`src/rtl/decoder_pkg.sv`:
```
// Shared state encoding and mode constants for the scanning one-hot decoder.
package decoder_pkg;
    typedef enum logic [1:0] {
        ST_IDLE   = 2'd0,
        ST_DIRECT = 2'd1,
        ST_SCAN   = 2'd2
    } state_t;

    localparam logic MODE_DIRECT = 1'b0;
    localparam logic MODE_SCAN   = 1'b1;
endpackage

```
`src/rtl/decoder_scan_dwell_counter.sv`:
```
// Loadable down-counter that times how long a scanned line is held.
module dwell_counter #(
    parameter int W = 8
) (
    input  logic         clk,
    input  logic         rst,
    input  logic         clr,
    input  logic         load,
    input  logic         dec,
    input  logic [W-1:0] load_val,
    output logic         zero
);
    logic [W-1:0] count;

    always_ff @(posedge clk or posedge rst) begin
        if (rst) begin
            count <= '0;
        end else if (clr) begin
            count <= '0;
        end else if (load) begin
            count <= load_val;
        end else if (dec && count != '0) begin
            count <= count - 1'b1;
        end
    end

    assign zero = (count == '0);
endmodule

```
`src/rtl/decoder_scan.sv`:
```
// Registered one-hot decoder with DIRECT and auto-walking SCAN modes.
// Define DECODER_ACTIVE_LOW_EN to drive y active-low (idle value all ones).
module decoder_scan
    import decoder_pkg::*;
#(
    parameter  int SEL_W   = 4,
    parameter  int DWELL_W = 8,
    localparam int OUT_W   = 1 << SEL_W
) (
    input  logic               clk,
    input  logic               rst,
    input  logic               enable,
    input  logic               mode,
    input  logic               start,
    input  logic [SEL_W-1:0]   sel,
    input  logic [DWELL_W-1:0] dwell,
    output logic [OUT_W-1:0]   y,
    output logic [SEL_W-1:0]   cur_sel,
    output logic               busy,
    output logic               wrap
);
    localparam logic [OUT_W-1:0] ONE = OUT_W'(1);

    state_t             state, state_n;
    logic [OUT_W-1:0]   y_q, y_n;
    logic [SEL_W-1:0]   sel_n, nxt_idx;
    logic               busy_n, wrap_n;
    logic               cnt_clr, cnt_load, cnt_dec, cnt_zero;

    dwell_counter #(.W(DWELL_W)) u_cnt (
        .clk      (clk),
        .rst      (rst),
        .clr      (cnt_clr),
        .load     (cnt_load),
        .dec      (cnt_dec),
        .load_val (dwell),
        .zero     (cnt_zero)
    );

    assign nxt_idx = cur_sel + 1'b1;

    always_comb begin
        state_n  = state;
        y_n      = y_q;
        sel_n    = cur_sel;
        wrap_n   = 1'b0;
        cnt_clr  = 1'b0;
        cnt_load = 1'b0;
        cnt_dec  = 1'b0;
        if (!enable) begin
            state_n = ST_IDLE;
            y_n     = '0;
            sel_n   = '0;
            cnt_clr = 1'b1;
        end else if (mode == MODE_DIRECT) begin
            state_n = ST_DIRECT;
            y_n     = ONE << sel;
            sel_n   = sel;
            cnt_clr = 1'b1;
        end else if (start) begin
            state_n  = ST_SCAN;
            y_n      = ONE;
            sel_n    = '0;
            cnt_load = 1'b1;
        end else if (state == ST_SCAN) begin
            if (cnt_zero) begin
                // Leaving the last line back to line 0 is the wrap event.
                sel_n    = nxt_idx;
                y_n      = ONE << nxt_idx;
                wrap_n   = (cur_sel == '1);
                cnt_load = 1'b1;
            end else begin
                cnt_dec = 1'b1;
            end
        end
        busy_n = (state_n == ST_SCAN);
    end

    always_ff @(posedge clk or posedge rst) begin
        if (rst) begin
            state   <= ST_IDLE;
            y_q     <= '0;
            cur_sel <= '0;
            busy    <= 1'b0;
            wrap    <= 1'b0;
        end else begin
            state   <= state_n;
            y_q     <= y_n;
            cur_sel <= sel_n;
            busy    <= busy_n;
            wrap    <= wrap_n;
        end
    end

`ifdef DECODER_ACTIVE_LOW_EN
    assign y = ~y_q;
`else
    assign y = y_q;
`endif
endmodule

```
`config.mk`:
```
export PLATFORM = sky130hd
export DESIGN_NAME = decoder_scan
export DESIGN_NICKNAME = d
export VERILOG_FILES = /design/src/rtl/decoder_pkg.sv /design/src/rtl/decoder_scan_dwell_counter.sv /design/src/rtl/decoder_scan.sv
export SDC_FILE = /design/constraint.sdc
export NUM_CORES = 1
export LEC_CHECK = 0
export CAP_MARGIN = 40
export CORE_MARGIN = 2
export CORE_UTILIZATION = 50
export CTS_CLUSTER_SIZE = 25
export DETAILED_ROUTE_END_ITERATION = 7
export GPL_TIMING_DRIVEN = 0
export MAX_ROUTING_LAYER = met4
export PLACE_DENSITY = 0.78
export SYNTH_ARGS = -nofsm -noshare
export SYNTH_HDL_FRONTEND = slang
export SYNTH_HIERARCHICAL = 1
export SYNTH_SLANG_ARGS = --single-unit
```
`constraint.sdc`:
```
create_clock -name clk -period 3.76 [get_ports clk]
set_clock_uncertainty 0.05 [all_clocks]
set_input_delay 0.376 -clock clk [delete_from_list [all_inputs] [get_ports clk]]
set_output_delay 0.376 -clock clk [all_outputs]
set_load 0.05 [all_outputs]
```
==> impl_metrics.ini <==
[placed_design]
placed_cell_area_sq_um = 2330
globalplace.congestion = 0.965
dp.final_hpwl_um = 3330
portBuffers = 37

[worst_hold_path]
number_of_stages_on_the_worst_hold_path = 2
classification_of_the_worst_slack_hold_path = in2reg
hold_path_end = cur_sel[0]$_DFFE_PP0P_
hp-start = enable

[critical_path]
r2r_start = u_cnt/count[0]$_DFFE_PP0P_
critical-path-top-delay-family = simple AND/OR/NAND/NOR gates
worstPathCellList = inv_1, ha_1, nor2b_1, and3_1, nor3b_1, or4b_4, a2111oi_2, xor2_1, o21a_1
critical_path.n_buffers_inverters = 1
crit_path_start_kind = register
reg2reg_depth = 9
cp.required_ps = 3880
worst_path_largest_cell_delay_ps = 570
critical_path_peak_fanout = 7
critPathSlowestCell = or4b_4
ff2ff_setup_slack_ps = 790
timing.rr.end = u_cnt/count[5]$_DFFE_PP0P_
worst-setup-path-type = reg2reg
cp.arrival_ps = 3090
worst_setup_path_end_kind = register

[clock_network]
cts_resized = 0
clk_latency_ps = 280
clock_sinks = 32
clock_tree.htree_level_count = 2
clock_pin_slew_of_the_registers_on_the_worst_case_setup_and_hold_paths_ps = 60
postCtsSetupRepairBufs = 0
cts_buffers = 5
clock_path_buffers = 2
cts_tree = done
hold_buffer_count_at_cts = 0
clk_root_buffer_cell = clkbuf_8

[global_routing]
grt_first_pass_wirelength_um = 7250
grt_util_all_layers_pct = 22.6
via_count_of_the_first_global_routing_pass = 1644
grt_max_degree = 18
antenna_found_initial = 0
globalRouteOverflowTotal = 0

[sta]
worst_max_slew_pin_slew_ps = 613
min_period_ps = 2970
final.setup.tns_ps = 0
slew_headroom_pct = 58.8
grt_setup_unrepaired = no
hold_viol = 0
post-route-period-util_pct = 79.1
fmaxAchievable_mhz = 336
pins_over_slew_limit = 0
report.final.setup_viol = 0

[power]
power.density_nw_per_um2 = 315
share_of_power_burned_in_the_clock_network_pct = 35.6
design_power_total_w = 0.000762
comb_power_share_pct = 16.8
p_sw_w = 0.000208
pwr-share-seq_pct = 47.6
power_report.internal_total_w = 0.000553
power.share.switching_pct = 27.4
max-vdd-ir-drop_v = 0.000200
p_leak_nw = 1.05

[layout]
layout-drive-gt1-share_pct = 11.5
final_common_cell = clkdlybuf4s50_1
antenna-diode-count = 0
postLayoutCellArea_sq_um = 2420
layout.filler_cells = 296
mostFrequentLayoutCells = 37 x clkdlybuf4s50_1, 32 x dfrtp_1, 14 x inv_1, 10 x nor2_1, 10 x nand2_1
area_growth_pct = 28.4
utilization_pct = 66.6
nets = 250

[die]
initial_core_util_pct = 51.9
fp.dieH_um = 65.4
floorplan.die_area_sq_um = 4280
dieWidth_um = 65.4
pin_count = 39
core_area_sq_um = 3630
num_rows = 22

[detailed_routing]
detailroute.via_count = 1596
drc_violations = 0
ant_nets = 0
routed_wl_um = 4160
wl_per_cell_um = 15.1
drt-initial-drc-count = 68
routed_via_density = 5.80
number_of_detailed_route_iterations_in_the_first_pass = 4

[logic_synthesis]
syn-num-nets = 205
asyncSetResetFlopFracSynth_pct = 100
ys.flop_type = dfrtp_1
synth_largest_type_area_fraction_pct = 42.5
synth.ff_latch_count = 32
cells_taking_the_most_area_after_synthesis = dfrtp_1 42%, ha_1 4.6%, a221o_1 4.2%, a22o_1 4.2%, inv_1 2.8%
yosys.area.top_type = dfrtp_1
synthesis.area_sq_um = 1880
edff_count_synth = 0
syn-mean-instance-area_sq_um = 10.4
synth_warn = 6
yosys.cell_types.count = 51
syn_inst = 181
synth-seq-area-share_pct = 42.5

[job]
max_cap_viols = 0

[outcome]
outcome = finished, final reports clean
how the worst max path moves through the flow:
stage                                           from                          to  slack (ps)  cells past startpoint
after floorplan           u_cnt/count[0]$_DFFE_PP0P_  u_cnt/count[5]$_DFFE_PP0P_        1130                      9
after global placement                          mode  u_cnt/count[5]$_DFFE_PP0P_         800                      8
after detailed placement                        mode  u_cnt/count[5]$_DFFE_PP0P_         740                      8
after CTS                 u_cnt/count[0]$_DFFE_PP0P_  u_cnt/count[5]$_DFFE_PP0P_         820                      9
after global routing      u_cnt/count[1]$_DFFE_PP0P_  u_cnt/count[7]$_DFFE_PP0P_         500                      9
final                     u_cnt/count[0]$_DFFE_PP0P_  u_cnt/count[5]$_DFFE_PP0P_         790                      9
cells by family after synthesis:
| kind of cell | share of synthesized area [%] |
|---|---|
| compound gates | 21.5 |
| xor+xnor | 4.58 |
| fa+ha+maj | 4.65 |
| buf+inv | 4.78 |
| flops | 42.5 |
| mux | 0.531 |
| simple gates | 21.4 |
registers in the layout (all words and copies together) (netlist names):
signal / cells
state: 2
cur_sel: 4
busy: 1
u_cnt/count: 8
wrap: 1
y: 16
stage by stage:
stage	setup slack, ps	cells	hold WS (ps)
2_1_floorplan	1130	181	142
3_3_place_gp	800	266	442
3_5_place_dp	742	267	444
4_1_cts	815	275	309
5_1_grt	503	275	311
6_report	787	275	311
cell type report:
| type | instances | area (sq um) | share of cell area [%] |
|---|---|---|---|
| sequential | 32 | 801 | 33.1 |
| buffer | 6 | 37.5 | 1.55 |
| clock buffer | 8 | 90.1 | 3.72 |
| tap | 48 | 60.1 | 2.48 |
| multi-input combinational | 129 | 993 | 41.1 |
| inverter | 14 | 52.6 | 2.17 |
| timing repair buffer | 38 | 385 | 15.9 |
worst register-to-register path, cell delays in order (launching register included):
cell and delay (ps):
dfrtp_1 350, inv_1 80, ha_1 210, nor2b_1 210, and3_1 260, nor3b_1 440, or4b_4 570, a2111oi_2 380
xor2_1 120, o21a_1 190
Yosys cell counts (2+ instances only):
cell type / number
a211oi_1: 2
a21oi_1: 7
a221o_1: 8
a22o_1: 9
and2_2: 2
buf_4: 2
clkbuf_1: 3
dfrtp_1: 32
ha_1: 7
inv_1: 14
nand2_1: 10
nand3_1: 6
nand3b_1: 3
nor2_1: 10
nor2b_1: 5
nor3_1: 5
nor3_2: 2
nor4_1: 3
o21a_1: 4
o21ai_0: 2
o22ai_1: 3
o31ai_1: 3
o32ai_1: 3
o41ai_1: 2
or4b_4: 2
xnor2_1: 3
xor2_1: 5
routing by layer:
metal,track usage (%),vias to the layer above,wire (um)
met5,-,-,0
met4,13.8,0,121
li1,-,765,-
met2,39.9,61,2200
met1,23.4,756,1640
met3,3.94,14,203
power by group through the flow:
stage | logic [W] | clock network [W] | registers, W
3_3_place_gp | 0.000124 | 0 | 0.000368
5_1_grt | 0.000139 | 0.000291 | 0.000364
2_1_floorplan | 0.0000617 | 0 | 0.000386
6_report | 0.000128 | 0.000271 | 0.000363
3_5_place_dp | 0.000128 | 0 | 0.000369
4_1_cts | 0.000129 | 0.000275 | 0.000363
Power figures use the tool's default switching activity.
